<file path="config.mk">
export PLATFORM = sky130hd
export DESIGN_NAME = edge_pulse_generator
export DESIGN_NICKNAME = d
export VERILOG_FILES = /design/src/rtl/edge_gen_pkg.sv /design/src/rtl/hold_timer.sv /design/src/rtl/edge_pulse_generator.sv
export SDC_FILE = /design/constraint.sdc
export NUM_CORES = 1
export LEC_CHECK = 0
export BUFFER_PORTS_ARGS = -buffer_cell sky130_fd_sc_hd__buf_2
export CAP_MARGIN = 20
export CORE_AREA = 2 2 50 52
export DETAILED_ROUTE_END_ITERATION = 6
export DIE_AREA = 0 0 52 54
export PLACE_DENSITY_LB_ADDON = 0.08
export SYNTH_ARGS = -nofsm -noshare
export SYNTH_HDL_FRONTEND = slang
export SYNTH_SLANG_ARGS = --single-unit
export TNS_END_PERCENT = 5
</file>
<file path="constraint.sdc">
create_clock -name clk -period 2.9 [get_ports clk]
set_input_delay 0.725 -clock clk [delete_from_list [all_inputs] [get_ports clk]]
set_output_delay 0.725 -clock clk [all_outputs]
set_load 0.1 [all_outputs]
</file>
<file path="src/rtl/edge_gen_pkg.sv">
// Shared definitions for the edge pulse generator.
//   edge_gen_state_t : FSM states (level x hold/stable)
//   MIN_HOLD_DEFAULT : default minimum hold in cycles
//   timer_width()    : bit width of the hold down-counter
package edge_gen_pkg;

    typedef enum logic [1:0] {
        LOW_STABLE  = 2'd0,
        LOW_HOLD    = 2'd1,
        HIGH_HOLD   = 2'd2,
        HIGH_STABLE = 2'd3
    } edge_gen_state_t;

    localparam int MIN_HOLD_DEFAULT = 3;

    function automatic int timer_width(input int min_hold);
        return $clog2(min_hold + 1);
    endfunction

endpackage

</file>
<file path="src/rtl/hold_timer.sv">
// Loadable hold down-counter.
//   clk, rst_n : clock and synchronous active-low reset
//   load       : start a new hold (takes priority over counting)
//   expire     : high during the cycle whose closing edge ends the hold
//   active     : hold running and not yet at its expiry cycle
// After a load at edge k the counter reaches zero after edge k+MIN_HOLD-1,
// so expire marks edge k+MIN_HOLD as the first edge allowed to transition.
module hold_timer
    import edge_gen_pkg::*;
#(
    parameter int MIN_HOLD = MIN_HOLD_DEFAULT
) (
    input  logic clk,
    input  logic rst_n,
    input  logic load,
    output logic expire,
    output logic active
);

    localparam int W = timer_width(MIN_HOLD);
    localparam logic [W-1:0] LOAD_VAL = W'(MIN_HOLD - 1);

    logic [W-1:0] count;
    logic         running;

    always_ff @(posedge clk) begin
        if (!rst_n) begin
            count   <= '0;
            running <= 1'b0;
        end else if (load) begin
            count   <= LOAD_VAL;
            running <= 1'b1;
        end else if (running) begin
            if (count == '0) begin
                running <= 1'b0;
            end else begin
                count <= count - 1'b1;
            end
        end
    end

    assign expire = running && (count == '0);
    assign active = running && (count != '0);

endmodule

</file>
<file path="src/rtl/edge_pulse_generator.sv">
// Turns one-cycle rise/fall request pulses into a level output that holds
// each level for at least MIN_HOLD cycles. Requests inside a hold are parked
// in a one-deep pending slot and applied when the hold expires.
//   clk, rst_n  : clock and synchronous active-low reset
//   rise_req    : request out_sig high
//   fall_req    : request out_sig low (both together = conflict, ignored)
//   out_sig     : registered level output
//   busy        : a request at the next edge would be deferred
//   pending     : a deferred request is held
//   overrun     : pulse, a deferred request replaced/cancelled a pending one
//   conflict    : pulse, rise_req and fall_req were high together
//   edge_count  : number of out_sig transitions (wrapping)
module edge_pulse_generator
    import edge_gen_pkg::*;
#(
    parameter int MIN_HOLD = MIN_HOLD_DEFAULT,
    parameter int CNT_W    = 8
) (
    input  logic             clk,
    input  logic             rst_n,
    input  logic             rise_req,
    input  logic             fall_req,
    output logic             out_sig,
    output logic             busy,
    output logic             pending,
    output logic             overrun,
    output logic             conflict,
    output logic [CNT_W-1:0] edge_count
);

    edge_gen_state_t state;
    logic            pend_level;

    logic both_req;
    logic req_valid;
    logic req_level;
    logic in_hold;
    logic free_edge;
    logic target_level;
    logic do_toggle;
    logic timer_expire;
    logic timer_active;

    hold_timer #(
        .MIN_HOLD (MIN_HOLD)
    ) u_hold_timer (
        .clk    (clk),
        .rst_n  (rst_n),
        .load   (do_toggle),
        .expire (timer_expire),
        .active (timer_active)
    );

    always_comb begin
        both_req  = rise_req & fall_req;
        req_valid = rise_req ^ fall_req;
        req_level = rise_req;
        in_hold   = (state == LOW_HOLD) || (state == HIGH_HOLD);
        // The expiry edge behaves like a stable-state edge.
        free_edge = !in_hold || timer_expire;
        // A fresh request beats the parked one; otherwise pending decides.
        if (req_valid) begin
            target_level = req_level;
        end else if (pending) begin
            target_level = pend_level;
        end else begin
            target_level = out_sig;
        end
        do_toggle = free_edge && (target_level != out_sig);
    end

    assign busy = in_hold && timer_active;

    always_ff @(posedge clk) begin
        if (!rst_n) begin
            state      <= LOW_STABLE;
            out_sig    <= 1'b0;
            pending    <= 1'b0;
            pend_level <= 1'b0;
            overrun    <= 1'b0;
            conflict   <= 1'b0;
            edge_count <= '0;
        end else begin
            conflict <= both_req;
            overrun  <= 1'b0;
            if (do_toggle) begin
                out_sig    <= ~out_sig;
                state      <= out_sig ? LOW_HOLD : HIGH_HOLD;
                pending    <= 1'b0;
                edge_count <= edge_count + 1'b1;
            end else if (free_edge) begin
                pending <= 1'b0;
                state   <= out_sig ? HIGH_STABLE : LOW_STABLE;
            end else if (req_valid) begin
                overrun <= pending;
                if (req_level != out_sig) begin
                    pending    <= 1'b1;
                    pend_level <= req_level;
                end else begin
                    pending <= 1'b0;
                end
            end
        end
    end

endmodule

</file>
==> run summary, run 1 <==
Share of layout cells above drive strength 1: 0.212
PortBufs: 16
H-tree Lvls: 1
P_int: 0.401 mW
Gate power share: 0.301
Final wirelength: 1.82 mm
Cell with the most instances after synthesis: dfxtp_1
Post-Synth XOR/XNOR Area: 0.0306
Buffer depth of the longest clock path: 2
Post-DP HPWL: 1.30 mm
Post-Route Setup TNS: 0 ps
CP Launch Type: input port
Final setup fails: 0
Max Fclk: 467 MHz
Final slew viol count: 0
Seq/Total Area, Yosys: 0.420
RSZ-0062 raised after global routing: false
Power Density: 649 mW/mm2
Root buffer cell: clkbuf_4
Primary FF master, synth: dfxtp_1
Hold Crit Class: reg -> reg
First-pass GRT wire length: 3.08 mm
CTS buffer count: 3
CTS resizes: 0
Post-Syn Area: 858 um2
Fillers: 247
Area share of the largest cell type after synthesis: 0.420
Ant diodes: 0
Biggest area consumer among synthesized cells: dfxtp_1
DR vias/cell: 5.31
Synth Area in Simple Gates: 0.213
Post-route clock period utilization: 0.739
IO Pins: 17
Mux cell area share after synthesis: 0.0233
Tot GR Track Use: 0.151
Syn_nets: 103
CTS sink count: 18
Drc violations: 0
Post-synth EDFFs: 0
Complex-gate fraction of the synthesized area: 0.243
# Max-Cap Violations: 0
Initial DRT Pass Iterations: 4
Switching share of power: 0.377
Adder-Cell Fraction of Synth Area: 0.0292
Die X: 52 um
Worst Clk Skew: 9.12 ps
Avg Synthesized Cell Area: 8.85 um2
Initial antenna violation count: 0
Main combinational cell family by area after synthesis: compound AO/OA/AOI/OAI gates
Worst-path fanout max: 16
Drt wl/cell: 12.7 um
Critical Path RT: 3130 ps
Relative slew slack: 0.380
Synth top cells by count: dfxtp_1 (18), a21oi_1 (9), nand2_1 (8), o21ai_0 (8), o31ai_1 (6)
# hold bufs at CTS: 0
Reg power frac: 0.452
Starting density of the core: 0.370
Net count reported at finish: 120
Worst setup EP type: flop
Die H: 54 um
CTS tree: done
Starting DRT DRC Count: 9
Final hold vios: 0
Worst EP arrival: 2370 ps
GP Congestion: 0.735
Outcome: finished clean
Seq cells post-synth: 18
Vias in the first global route: 664
Hold Worst Slack: 486 ps
Largest net degree at the start of global routing: 17
Area Overhead vs Synth: 15.6%
Lkg Pwr: 0.390 nW
Site Rows: 18
Min Tclk post-route: 2140 ps
Async S/R FF share, synth: 0
Cells taking the most area after synthesis: dfxtp_1 (42%), a21oi_1 (5.2%), o31ai_1 (5.2%), o21ai_0 (4.7%), nand2_1 (3.5%)
Global route overflow: 0
Switch Pwr: 0.243 mW
Maximum vdd drop: 0.262 mV
Worst-margin pin slew: 926 ps
Synthesis warning total: 0
DIE AREA: 0.00281 mm2
Cell variety after synth: 31
Post-Synthesis Cells: 97
Clock latency on the worst-skew pair: 300 ps
Post-CTS Setup Bufs: 0
Reg clk slew, reported paths: 100 ps
Core Region: 0.00232 mm2
Post-route ant nets: 0
Clock power share: 0.247
Kind of critical path: in -> reg
Vias: 759
Final core utilization: 0.428
-- power groups by stage --
stage / logic (mW) / registers (mW) / clock network [mW]
after floorplan: 0.111 / 0.346 / 0
after global placement: 0.192 / 0.295 / 0
after detailed placement: 0.194 / 0.297 / 0
after CTS: 0.195 / 0.291 / 0.164
after global routing: 0.212 / 0.295 / 0.176
final: 0.194 / 0.291 / 0.159
-- sequential cells by signal, indices dropped and copies added (netlist names) --
register / flops
state: 2
conflict: 1
edge_count: 8
u_hold_timer.running: 1
overrun: 1
pend_level: 1
out_sig: 1
pending: 1
u_hold_timer.count: 2
-- area by class of cell --
| class | instances | area [um2] | area share |
|---|---|---|---|
| tap | 30 | 37.5 | 0.0378 |
| inverter | 4 | 15.0 | 0.0151 |
| multi-input combinational | 71 | 463 | 0.467 |
| timing repair buffer | 16 | 80.1 | 0.0807 |
| sequential | 18 | 360 | 0.363 |
| clock buffer | 4 | 36.3 | 0.0366 |
-- stage by stage --
step / total power, mW / setup slack [ps] / cell area [um2] / instances
after floorplan: 0.457 / 421 / 858 / 97
after global placement: 0.487 / 512 / 956 / 139
after detailed placement: 0.491 / 456 / 956 / 139
after CTS: 0.650 / 733 / 992 / 143
after global routing: 0.683 / 608 / 992 / 143
final: 0.644 / 758 / 992 / 143
-- final timing paths --
check / startpoint / to / slack, ps / depth (start not counted)
worst max-delay path: rise_req / edge_count[6]$_SDFFE_PN0P_ / 760 / 6
worst min register to register: edge_count[7]$_SDFFE_PN0P_ / edge_count[7]$_SDFFE_PN0P_ / 490 / 2
worst min-delay path: edge_count[7]$_SDFFE_PN0P_ / edge_count[7]$_SDFFE_PN0P_ / 490 / 2
worst max register to register: u_hold_timer.running$_SDFF_PN0_ / edge_count[6]$_SDFFE_PN0P_ / 1040 / 4
-- critical path, cell delays in order --
cell	delay [ps]
buf_2	130
ha_1	390
nand2b_1	210
a2bb2oi_2	220
or4_1	540
a21oi_1	150
-- cells by family after synthesis --
family | after synthesis
compound gates | 32
buf+inv | 8
mux | 2
flops | 18
simple gates | 32
fa+ha+maj | 2
xor+xnor | 3
-- cell usage in the layout (no fill, tap or decap), types with 3 or more instances in the layout --
master | Yosys | routed
clkbuf_4 | 0 | 3
buf_2 | 1 | 16
dfxtp_1 | 18 | 18
o211ai_1 | 4 | 4
or4_1 | 4 | 4
o21ai_0 | 8 | 8
nor2_1 | 5 | 5
a21oi_1 | 9 | 9
and2_1 | 3 | 3
o31ai_1 | 6 | 6
nand2_1 | 8 | 8
inv_1 | 4 | 4
-- layer usage --
metal | GRT usage | routed length (um)
met5 | 0 | 0
met1 | 0.200 | 897
met3 | 0.0333 | 67
met2 | 0.228 | 818
met4 | 0.0789 | 37
No activity file was read; power rests on OpenSTA's default activity.
==> inputs of run 2 (changes only) <==
- clock period: 2.9 -> 2.2 ns (I/O delays scaled with it)
==> run 2 against run 1 <==
  * Clock power is 32% higher
  * Non-clock buffer count grew 3
  * Sequential power is 32% higher
  * Largest power group unchanged
  * Register-to-register slack got worse by 690 ps
  * Setup slack lost 550 ps
==> run summary, run 2 (same netlist as run 1, synthesis figures left out) <==
Fillers: 242 (-2.0%)
Post-Route Setup TNS: 0 ps (unchanged)
Vias in the first global route: 659 (-0.75%)
Share of layout cells above drive strength 1: 0.241 (+0.0290)
Final hold vios: 0 (unchanged)
Maximum vdd drop: 0.458 mV (+75%)
Final wirelength: 1.82 mm (+0.16%)
Footprint of the multi-input gates: 465 um2 (+0.54%)
Starting DRT DRC Count: 7 (-2)
Clock latency on the worst-skew pair: 300 ps (about the same)
Tot GR Track Use: 0.147 (-0.00426)
Buffer depth of the longest clock path: 2 (unchanged)
Max FFs per register: 8 (unchanged)
Post-route clock period utilization: 0.903
First-pass GRT wire length: 2.98 mm (-3.2%)
Largest Register: edge_count
# hold bufs at CTS: 0 (unchanged)
Switching share of power: 0.375 (-0.00150)
CTS tree: done
Lkg Pwr: 0.405 nW (+3.7%)
Net count reported at finish: 123 (+2.5%)
Crit-path max cell delay: 410 ps (-130 ps)
Vias: 762 (+0.40%)
Initial antenna violation count: 0 (unchanged)
Post-DP HPWL: 1.27 mm (-1.6%)
Total power: 0.860 mW (+33%)
Kind of critical path: reg -> out
CTS sink count: 18 (unchanged)
WP buf/inv: 1 (unchanged)
Ant diodes: 0 (unchanged)
PortBufs: 16 (unchanged)
Drc violations: 0 (unchanged)
DR vias/cell: 5.22 (-1.7%)
DIE AREA: 0.00281 mm2 (unchanged)
Min Tclk post-route: 1990 ps
Die X: 52 um (unchanged)
Gate power share: 0.309 (+0.008)
Final slew viol count: 0 (unchanged)
CTS buffer count: 3 (unchanged)
P_int: 0.537 mW (+34%)
Reg clk slew, reported paths: 110 ps (about the same)
Hold Crit Class: reg -> reg
Largest net degree at the start of global routing: 16 (-1)
Storage cell area: 360 um2 (unchanged)
Worst path cell trace: xnor2_1 -> nor2_2 -> buf_2
Site Rows: 18 (unchanged)
Drt wl/cell: 12.5 um (-1.9%)
Biggest regs: edge_count: 8 flops, state: 2 flops, u_hold_timer.count: 2 flops
# Max-Cap Violations: 0 (unchanged)
Top delay family on crit path: XOR/XNOR gates
Clock power share: 0.244 (-0.003)
Commonest non-fill, non-tap cell in the layout: dfxtp_1
Final core utilization: 0.439 (+0.0108)
Max Fclk: 503 MHz
Area Overhead vs Synth: 18.5%
Power Density: 845 mW/mm2 (+30%)
H-tree Lvls: 1 (unchanged)
Commonest cells after routing, fill and taps aside: dfxtp_1 (18), buf_2 (16), a21oi_1 (9)
Worst-path fanout max: 4 (-12)
Worst Clk Skew: 11.5 ps (+2.42 ps)
Worst-margin pin slew: 902 ps (-23.4 ps)
RSZ-0062 raised after global routing: false
Final setup fails: 0 (unchanged)
IO Pins: 17 (unchanged)
Die H: 54 um (unchanged)
Post-CTS Setup Bufs: 0 (unchanged)
Global route overflow: 0 (unchanged)
Outcome: finished clean
Worst EP arrival: 1440 ps (-930 ps)
Post-route ant nets: 0 (unchanged)
Relative slew slack: 0.396 (+0.0157)
Critical path's slowest cell: xnor2_1
Starting density of the core: 0.370 (unchanged)
Reg power frac: 0.447 (-0.005)
CTS resizes: 0 (unchanged)
Core Region: 0.00232 mm2 (unchanged)
Critical Path RT: 1650 ps (-1480 ps)
Switch Pwr: 0.322 mW (+33%)
Initial DRT Pass Iterations: 4 (unchanged)
CP Launch Type: flop
Worst setup EP type: output pin
Root buffer cell: clkbuf_4
GP Congestion: 0.752 (+2.3%)
[run 2: cell types whose count changed in the layout (fill, tap and decap cells not counted), sizes merged]
cell	change
buf	+3
[run 2: power by group through the flow]
stage / Clock (mW) / Combinational, mW / Sequential (mW)
detailed placement: 0 / 0.264 / 0.391
global placement: 0 / 0.264 / 0.390
floorplan: 0 / 0.148 / 0.456
finish: 0.210 / 0.265 / 0.384
CTS: 0.219 / 0.265 / 0.384
global route: 0.226 / 0.290 / 0.390
[run 2: path summary, 6_finish.rpt]
path	slack [ps]	cells past startpoint	to	start
hold / removal	480	2	edge_count[7]$_SDFFE_PN0P_	edge_count[7]$_SDFFE_PN0P_
setup reg to reg	350	4	edge_count[4]$_SDFFE_PN0P_	state[0]$_SDFFE_PN0P_
setup / recovery	210	3	busy	state[0]$_SDFFE_PN0P_
hold reg to reg	480	2	edge_count[7]$_SDFFE_PN0P_	edge_count[7]$_SDFFE_PN0P_
[run 2: per-layer routing]
layer | share of wire | routed length [um] | track usage | vias to the layer above
met3 | 0.029 | 53 | 0.0278 | 4
met5 | 0 | 0 | 0 | -
li1 | - | - | - | 394
met1 | 0.51 | 921 | 0.197 | 356
met2 | 0.45 | 816 | 0.222 | 8
met4 | 0.017 | 31 | 0.0789 | 0
[run 2: cell type report]
cell class	count	share of cell area
Sequential cell	18	0.354
Inverter	4	0.0148
Multi-Input combinational cell	71	0.458
Clock buffer	4	0.0357
Tap cell	30	0.0369
Timing Repair Buffer	19	0.101
[run 2: through the flow]
| stage | std cells | setup slack, ps | cell area (um2) | hold WS [ps] |
|---|---|---|---|---|
| finish | 146 | 212 | 1020 | 483 |
| floorplan | 97 | 84.7 | 861 | 463 |
| global route | 146 | 84.6 | 1020 | 526 |
| detailed placement | 142 | 88.7 | 981 | 469 |
| CTS | 146 | 199 | 1020 | 486 |
| global placement | 142 | 102 | 981 | 469 |
[run 2: worst reg2reg max path, cell delays in order (launching register included)]
cell	delay [ps]
dfxtp_1	350
xnor2_1	410
nor2_1	340
or4_1	540
a21oi_1	140
